`src/rtl/ex_muldiv_unit_pkg.sv`:
```
// Shared definitions for the RV32M multiply/divide unit: op codes, FSM states, step count.
package ex_muldiv_unit_pkg;

  typedef enum logic [2:0] {
    OP_MUL    = 3'b000,
    OP_MULH   = 3'b001,
    OP_MULHSU = 3'b010,
    OP_MULHU  = 3'b011,
    OP_DIV    = 3'b100,
    OP_DIVU   = 3'b101,
    OP_REM    = 3'b110,
    OP_REMU   = 3'b111
  } muldiv_op_e;

  typedef logic [1:0] muldiv_state_e;
  localparam muldiv_state_e ST_IDLE = 2'd0;
  localparam muldiv_state_e ST_CALC = 2'd1;
  localparam muldiv_state_e ST_DONE = 2'd2;

  localparam int MULDIV_STEPS = 32;

endpackage

```
`src/rtl/ex_div_core.sv`:
```
// Restoring shift-subtract divider step datapath on operand magnitudes, one quotient bit per step.
module ex_div_core
  import ex_muldiv_unit_pkg::*;
#(
  parameter int DATA_WIDTH = 32
) (
  input  logic                  clk,
  input  logic                  rst_n,
  input  logic                  load_i,
  input  logic                  step_i,
  input  logic [DATA_WIDTH-1:0] dividend_i,
  input  logic [DATA_WIDTH-1:0] divisor_i,
  output logic [DATA_WIDTH-1:0] quo_nxt_o,
  output logic [DATA_WIDTH-1:0] rem_nxt_o
);

  localparam int RW = DATA_WIDTH + 1;

  logic [RW-1:0]         rem_q;
  logic [RW-1:0]         rem_d;
  logic [DATA_WIDTH-1:0] quo_q;
  logic [DATA_WIDTH-1:0] div_q;
  logic [RW:0]           rem_sh;
  logic                  fits;

  // Shift the next dividend bit into the partial remainder and try the subtraction.
  assign rem_sh    = {rem_q, quo_q[DATA_WIDTH-1]};
  assign fits      = (rem_sh >= {2'b00, div_q});
  assign rem_d     = fits ? RW'(rem_sh - {2'b00, div_q}) : rem_sh[RW-1:0];
  assign quo_nxt_o = {quo_q[DATA_WIDTH-2:0], fits};
  assign rem_nxt_o = rem_d[DATA_WIDTH-1:0];

  always_ff @(posedge clk or negedge rst_n) begin
    if (!rst_n) begin
      rem_q <= '0;
      quo_q <= '0;
      div_q <= '0;
    end else if (load_i) begin
      rem_q <= '0;
      quo_q <= dividend_i;
      div_q <= divisor_i;
    end else if (step_i) begin
      rem_q <= rem_d;
      quo_q <= quo_nxt_o;
    end
  end

endmodule

```
`src/rtl/ex_muldiv_unit.sv`:
```
// EX-stage iterative RV32M multiply/divide unit with IDLE/CALC/DONE control.
// Define MULDIV_FAST_MUL_EN to complete multiplies combinationally at accept.
module ex_muldiv_unit
  import ex_muldiv_unit_pkg::*;
#(
  parameter int DATA_WIDTH = 32
) (
  input  logic                  clk,
  input  logic                  rst_n,
  input  logic                  flush_i,
  input  logic                  valid_i,
  input  muldiv_op_e            op_i,
  input  logic [DATA_WIDTH-1:0] rs1_i,
  input  logic [DATA_WIDTH-1:0] rs2_i,
  output logic                  busy_o,
  output logic                  done_o,
  output logic [DATA_WIDTH-1:0] result_o
);

  localparam int                    PW       = 2 * DATA_WIDTH;
  localparam int                    CNT_W    = $clog2(MULDIV_STEPS);
  localparam logic [CNT_W-1:0]      CNT_INIT = CNT_W'(MULDIV_STEPS - 1);
  localparam logic [DATA_WIDTH-1:0] INT_MIN  = {1'b1, {(DATA_WIDTH-1){1'b0}}};

  function automatic logic [DATA_WIDTH-1:0] cond_neg(input logic [DATA_WIDTH-1:0] v,
                                                     input logic n);
    return n ? (~v + 1'b1) : v;
  endfunction

  function automatic logic [PW-1:0] cond_neg_wide(input logic [PW-1:0] v, input logic n);
    return n ? (~v + 1'b1) : v;
  endfunction

  muldiv_state_e         state_q;
  logic [CNT_W-1:0]      cnt_q;
  muldiv_op_e            op_q;
  logic                  a_neg_q;
  logic                  b_neg_q;
  logic [DATA_WIDTH-1:0] mcand_q;
  logic [PW-1:0]         acc_q;

  logic                  a_signed_op;
  logic                  b_signed_op;
  logic                  a_sgn;
  logic                  b_sgn;
  logic [DATA_WIDTH-1:0] a_mag;
  logic [DATA_WIDTH-1:0] b_mag;
  logic                  special;
  logic [DATA_WIDTH-1:0] special_res;
  logic                  accept;
  logic                  div_step;
  logic [DATA_WIDTH:0]   mul_sum;
  logic [PW-1:0]         acc_nxt;
  logic [PW-1:0]         prod_fix;
  logic [DATA_WIDTH-1:0] quo_nxt;
  logic [DATA_WIDTH-1:0] rem_nxt;
  logic [DATA_WIDTH-1:0] calc_res;

  // Issue stage: operand signedness, magnitudes and the RISC-V special cases.
  always_comb begin
    a_signed_op = 1'b0;
    b_signed_op = 1'b0;
    case (op_i)
      OP_MULH, OP_DIV, OP_REM: begin
        a_signed_op = 1'b1;
        b_signed_op = 1'b1;
      end
      OP_MULHSU: a_signed_op = 1'b1;
      default: ;
    endcase
  end

  assign a_sgn  = a_signed_op & rs1_i[DATA_WIDTH-1];
  assign b_sgn  = b_signed_op & rs2_i[DATA_WIDTH-1];
  assign a_mag  = cond_neg(rs1_i, a_sgn);
  assign b_mag  = cond_neg(rs2_i, b_sgn);
  assign accept = (state_q == ST_IDLE) & valid_i & ~flush_i;

`ifdef MULDIV_FAST_MUL_EN
  logic signed [PW-1:0] fa_s;
  logic signed [PW-1:0] fb_s;
  logic        [PW-1:0] fast_prod;

  assign fa_s      = {{DATA_WIDTH{a_sgn}}, rs1_i};
  assign fb_s      = {{DATA_WIDTH{b_sgn}}, rs2_i};
  assign fast_prod = fa_s * fb_s;
`endif

  always_comb begin
    special     = 1'b0;
    special_res = '0;
    if (op_i[2]) begin
      if (rs2_i == '0) begin
        special     = 1'b1;
        special_res = op_i[1] ? rs1_i : '1;
      end else if (!op_i[0] && rs1_i == INT_MIN && rs2_i == '1) begin
        special     = 1'b1;
        special_res = op_i[1] ? '0 : INT_MIN;
      end
    end else begin
`ifdef MULDIV_FAST_MUL_EN
      special     = 1'b1;
      special_res = (op_i == OP_MUL) ? fast_prod[DATA_WIDTH-1:0] : fast_prod[PW-1:DATA_WIDTH];
`endif
    end
  end

  // Iteration stage: shift-add multiplier step and divider core.
  assign mul_sum  = {1'b0, acc_q[PW-1:DATA_WIDTH]} + {1'b0, mcand_q & {DATA_WIDTH{acc_q[0]}}};
  assign acc_nxt  = {mul_sum, acc_q[DATA_WIDTH-1:1]};
  assign div_step = (state_q == ST_CALC) & ~flush_i & op_q[2];

  ex_div_core #(
    .DATA_WIDTH (DATA_WIDTH)
  ) u_div_core (
    .clk        (clk),
    .rst_n      (rst_n),
    .load_i     (accept),
    .step_i     (div_step),
    .dividend_i (a_mag),
    .divisor_i  (b_mag),
    .quo_nxt_o  (quo_nxt),
    .rem_nxt_o  (rem_nxt)
  );

  // Completion stage: sign correction and word select, taken from the final step's values.
  always_comb begin
    prod_fix = cond_neg_wide(acc_nxt, a_neg_q ^ b_neg_q);
    case (op_q)
      OP_MUL:                       calc_res = prod_fix[DATA_WIDTH-1:0];
      OP_MULH, OP_MULHSU, OP_MULHU: calc_res = prod_fix[PW-1:DATA_WIDTH];
      OP_DIV, OP_DIVU:              calc_res = cond_neg(quo_nxt, a_neg_q ^ b_neg_q);
      default:                      calc_res = cond_neg(rem_nxt, a_neg_q);
    endcase
  end

  always_ff @(posedge clk or negedge rst_n) begin
    if (!rst_n) begin
      state_q  <= ST_IDLE;
      cnt_q    <= '0;
      op_q     <= OP_MUL;
      a_neg_q  <= 1'b0;
      b_neg_q  <= 1'b0;
      mcand_q  <= '0;
      acc_q    <= '0;
      result_o <= '0;
    end else if (flush_i) begin
      state_q <= ST_IDLE;
      cnt_q   <= '0;
    end else begin
      case (state_q)
        ST_IDLE: begin
          if (valid_i) begin
            op_q    <= op_i;
            a_neg_q <= a_sgn;
            b_neg_q <= b_sgn;
            mcand_q <= a_mag;
            acc_q   <= {{DATA_WIDTH{1'b0}}, b_mag};
            if (special) begin
              result_o <= special_res;
              state_q  <= ST_DONE;
            end else begin
              cnt_q   <= CNT_INIT;
              state_q <= ST_CALC;
            end
          end
        end
        ST_CALC: begin
          if (!op_q[2]) acc_q <= acc_nxt;
          cnt_q <= cnt_q - 1'b1;
          if (cnt_q == '0) begin
            result_o <= calc_res;
            state_q  <= ST_DONE;
          end
        end
        ST_DONE: state_q <= ST_IDLE;
        default: state_q <= ST_IDLE;
      endcase
    end
  end

  assign busy_o = (state_q == ST_CALC) | accept;
  assign done_o = (state_q == ST_DONE);

endmodule

```
`config.mk`:
```
export PLATFORM = sky130hd
export DESIGN_NAME = ex_muldiv_unit
export DESIGN_NICKNAME = d
export VERILOG_FILES = /design/src/rtl/ex_muldiv_unit_pkg.sv /design/src/rtl/ex_div_core.sv /design/src/rtl/ex_muldiv_unit.sv
export SDC_FILE = /design/constraint.sdc
export NUM_CORES = 1
export LEC_CHECK = 0
export CAP_MARGIN = 10
export CORE_MARGIN = 5
export CORE_UTILIZATION = 50
export DETAILED_ROUTE_END_ITERATION = 12
export PLACE_DENSITY = 0.77
export SETUP_SLACK_MARGIN = 0.15
export SLEW_MARGIN = 20
export SYNTH_ARGS = -nofsm -noshare
export SYNTH_HDL_FRONTEND = slang
export SYNTH_SLANG_ARGS = --single-unit
```
`constraint.sdc`:
```
create_clock -name clk -period 8.5 [get_ports clk]
set_clock_uncertainty 0.2 [all_clocks]
set_input_delay 2.125 -clock clk [delete_from_list [all_inputs] [get_ports clk]]
set_output_delay 2.125 -clock clk [all_outputs]
set_load 0.01 [all_outputs]
```
After elaboration in Yosys (flattened, before gate mapping)

Index checks and enable logic that the tools add are counted.
Widths: inputs -> output; s select.

Bits in registers: 237
Output and inout port bits: 34
Input port bits: 71

Add/sub/neg operators: 8
Bitwise logic cells: 15
$lt $le $gt $ge: 1
Eq/ne operators: 20
Reduce and logical (&&, ||, !) cells: 19
Muxes and demuxes: 37

Operators by type and width:

| operator              | count |
|---|---|
| $mux 32               | 14 |
| $mux 64               | 3 |
| $add 32x1->32 const B | 4 |
| $not 32->32           | 4 |
| $pmux 64 s2           | 1 |
| $mux 33               | 3 |
| $pmux 32 s3           | 1 |
| $add 64x1->64 const B | 1 |
| $eq 32x32->1 const B  | 2 |
| $not 64->64           | 1 |
| $pmux 32 s2           | 1 |
| $ge 34x32->1          | 1 |
| $add 32x32->33        | 1 |
| $sub 33x32->33        | 1 |
| $and 32x32->32        | 1 |
| $logic_not 32->1      | 1 |
| $mux 5                | 3 |
| $eq 3x3->1 const B    | 4 |
| $pmux 5 s2            | 1 |
| $eq 3x2->1 const B    | 3 |
| $mux 2                | 4 |
| $and 1x1->1           | 6 |
| $eq 3x1->1 const B    | 2 |
| $ne 2x2->1 const B    | 3 |
| 25 further kinds      | 34 |

Longest topological paths before layout

Depth after elaboration: 10
Mapped depth: 24
Depth with buffers taken out: 20

Cells and area by module

From an unflattened synthesis, not the netlist that was laid out.

Cells, all modules: 2529
Area, all modules: 20131.8 um2

By module, submodules not included:

| module         | area an instance (um2) | instances | cells an instance |
|---|---|---|---|
| ex_muldiv_unit | 13581.8                | 1         | 1771 |
| ex_div_core    | 6550.0                 | 1         | 758 |

Worst setup path after synthesis

OpenSTA, ideal clock, no wires.

Path type: in2out
From: input valid_i
To: output busy_o
Data arrival time: 2.956 ns
Stages: 5
Slack: 3.219 ns
Path buffers: 2
Data required time: 6.175 ns
Path through: nor2b_1 -> nand2_1 -> clkbuf_1 -> clkbuf_1 -> nand2_1

Cells in the longest elaborated chain, start to end: 3

RTL lines:

| what                     | line                  | text |
|---|---|---|
| start, declared          | ex_muldiv_unit.sv:11  | `input logic valid_i,` |
| $and 1x1->1 (2 in a row) | ex_muldiv_unit.sv:77  | `assign accept = (state_q == ST_IDLE) & valid_i & ~flush_i;` |
| $or 1x1->1               | ex_muldiv_unit.sv:182 | `assign busy_o = (state_q == ST_CALC) \| accept;` |
| end, declared            | ex_muldiv_unit.sv:15  | `output logic busy_o,` |

Every way passes these cells.

Final worst setup path

From: input flush_i
To: output busy_o

Cells in the longest elaborated chain, start to end: 3

RTL lines:

| what                | line                  | text |
|---|---|---|
| start, declared     | ex_muldiv_unit.sv:10  | `input logic flush_i,` |
| $not 1->1 (no line) | n/a                   |  |
| $and 1x1->1         | ex_muldiv_unit.sv:77  |  |
| $or 1x1->1          | ex_muldiv_unit.sv:182 |  |

Every way passes these cells.

==> metrics <==
Worst slew margin=25.32%; # rows=73; mux share of post-synthesis cell area=1.691%; EDFF count, synth=0; DR WL/cell=22.96 um; area leader, netlist=dfrtp_1; crit path DAT=4520 ps; PwrDens=248.5 nW/um^2; Reg clk slew, reported paths=60 ps; Hold-fix buffers, CTS=0; peak supply drop=0.2165 mV; fin crit period=6845 ps; final WL=72,590 um; largest net degree at the start of global routing=115; Final setup violation count=0; post-DP HPWL=55,620 um; Final Hold Vio Count=0; antenna violations before repair=3; Die Width=210.7 um; die outline area=44,370 um^2; GRT Total Usage=31.78%; Layout fillers=3,760; Root Buffer Master=clkbuf_16; Startpoint Class=input pin; Seq. cell area=5931 um^2; Final #Nets=2,757; Synth Area in XOR/XNOR=9.006%; fmax=146.1 MHz; Setup CP Type=in -> out; hold slack=272.4 ps; Cells after Synth=2,613; Slew @ Worst Pin=1120 ps; routed via count=20,790; core area=39,820 um^2; Vias/cell=6.577; Clock Sinks=237; Util after Layout=56.47%; Yosys reg bits=237; RePlAce Congestion=0.9775; Mapped Nets=2,758; Final period util=80.53%; Synth area leaders=dfrtp_1 (29%), o21ai_0 (6.8%), nand2_1 (5.8%), a21oi_1 (5.3%), xor2_1 (5.0%); H-Tree Depth=1; CP Max Fanout=58; outcome=completed; die height=210.7 um; total of max-cap violations=0; Non-Filler Instances=3,161; first-pass GRT wire length=113,100 um; Crit. End Element=output port; Pleak=0.009296 uW; FFs w/ async S/R, synth=100.0%; Layout area overhead=11.71%; Initial DRC Count=2,515; Adder-Cell Fraction of Synth Area=4.674%; Synth Area in Compound Gates=26.59%; Resized cells post-CTS=0; CTS buffer count=30; TNS Setup=0 ps; share of post-route cells with drive strength above 1=5.465%; post-synthesis sequential area ratio=29.46%; max-slew violation count=0; Synth Area in Simple Gates=23.95%; post-placement cell count=3,105; vias in the first global route=19,320; main combinational cell family by area after synthesis=compound AO/OA/AOI/OAI gates; Hold WC Path Type=reg -> reg; mapped cell area=20,130 um^2; Worst Path Required=6180 ps; ys flop type=dfrtp_1; grt total ovfl=0; IO Pins=105; area occupied by multi-input gates=13,340 um^2; CTS tree=yes; postcts setup bufs=0; Buffers on Ports=104; RSZ-0062 raised after global routing=no; Initial Util=50.55%; top cell type's share of synthesized area=29.46%; DRT Pass-1 Iters=6; syn avg cell area=7.704 um^2; Routed Antenna Nets=0; Warnings, synthesis=0; total power=5588 uW; Post-route DRC=0; later-pin clock latency in the skew report=580 ps; post-synth cell types=106; deepest clock path buffer count=3
[worst max-delay path, cell delays in order]
cell             delay (ps)
clkdlybuf4s50_1         660
nor2_1                  430
nand2_4                 460
nand2_1                 240
clkdlybuf4s50_1         560
[path summary, 6_finish.rpt]
kind,from,to,slack (ps),cells after the start
worst max-delay path,flush_i,busy_o,1650,5
worst min-delay path,mcand_q[2],mcand_q[2],270,1
worst max register to register,u_div_core.quo_q[31],result_o[24],2350,21
worst min register to register,mcand_q[2],mcand_q[2],270,1
max in group asynchronous,rst_n,u_div_core.rem_q[32],5260,2
min in group asynchronous,rst_n,mcand_q[1],1400,1
[layer usage]
| layer | vias up | track usage [%] | share of wire [%] |
|---|---|---|---|
| li1 | 9500 | - | - |
| met1 | 10010 | 46.25 | 43 |
| met2 | 1110 | 49.16 | 44 |
| met3 | 170 | 5.362 | 9.5 |
| met4 | 2 | 8.831 | 3.7 |
| met5 | - | 0 | 0.023 |
[synthesized netlist by cell type (8+ instances only)]
cell,count
buf_2,21
o21ai_0,272
nor2b_1,13
o31ai_1,42
a22o_1,19
o22ai_1,14
o21ai_1,12
xnor2_1,91
or2_2,11
nor4_1,18
xor2_1,116
nand2b_1,15
a31oi_1,42
a211oi_1,14
o211ai_1,23
mux2i_1,25
nand3b_1,11
o41ai_1,15
or3_1,37
nand3_1,62
nand2_1,309
nor2_1,247
nand4_1,34
o21a_1,16
and3_1,33
clkbuf_1,120
a221oi_1,11
a21oi_1,215
inv_1,70
or4_1,20
a21boi_0,8
a221o_1,22
a22oi_1,8
a21o_1,32
ha_1,72
dfrtp_1,237
and2_1,56
buf_1,13
nor3_1,71
[final cells by class]
cell class	count	share of cell area (%)
inverter	72	1.213
clock buffer	41	3.884
timing repair buffer	128	5.453
antenna	1	0.01113
multi-input combinational	2143	59.32
clock inverter	14	0.8235
sequential	237	26.37
tap	525	2.921
[per-stage QoR]
step	cell area [um^2]	setup WS, ps
after CTS	22490	1683
after global routing	22490	1493
final	22490	1655
after global placement	21430	1796
after detailed placement	21430	1676
after floorplan	20130	3219
[sequential cells by signal, summed over array words and instances, names as in the netlist]
signal / cells
acc_q: 64
u_div_core.rem_q: 33
mcand_q: 32
result_o: 32
u_div_core.div_q: 32
u_div_core.quo_q: 32
cnt_q: 5
op_q: 3
state_q: 2
a_neg_q: 1
b_neg_q: 1
[placed cells by master, fill, tap and decap left out, types with 18 or more instances in the layout]
master	instances
dfrtp_1	237
a221o_1	22
nor3_1	70
a21o_1	32
nand3_1	62
xor2_1	115
nor2_1	246
xnor2_1	90
or4_1	20
nand2_1	307
o21ai_0	272
and2_1	55
and3_1	33
a31oi_1	42
inv_1	70
mux2i_1	25
o211ai_1	23
o31ai_1	42
a21oi_1	215
clkbuf_16	31
ha_1	72
nand4_1	34
nor4_1	18
or3_1	37
clkdlybuf4s50_1	103
a22o_1	19
buf_4	24
[cell families after synthesis]
group,count (synthesis)
buf+inv,233
flops,237
simple gates,983
mux,33
compound gates,846
xor+xnor,207
fa+ha+maj,74
[where the power goes]
part	internal, uW	total (uW)	switching [uW]
registers	1390	1700	313
logic	967	2510	1540
clock network	837	1380	545
No activity file was read; power rests on OpenSTA's default activity.
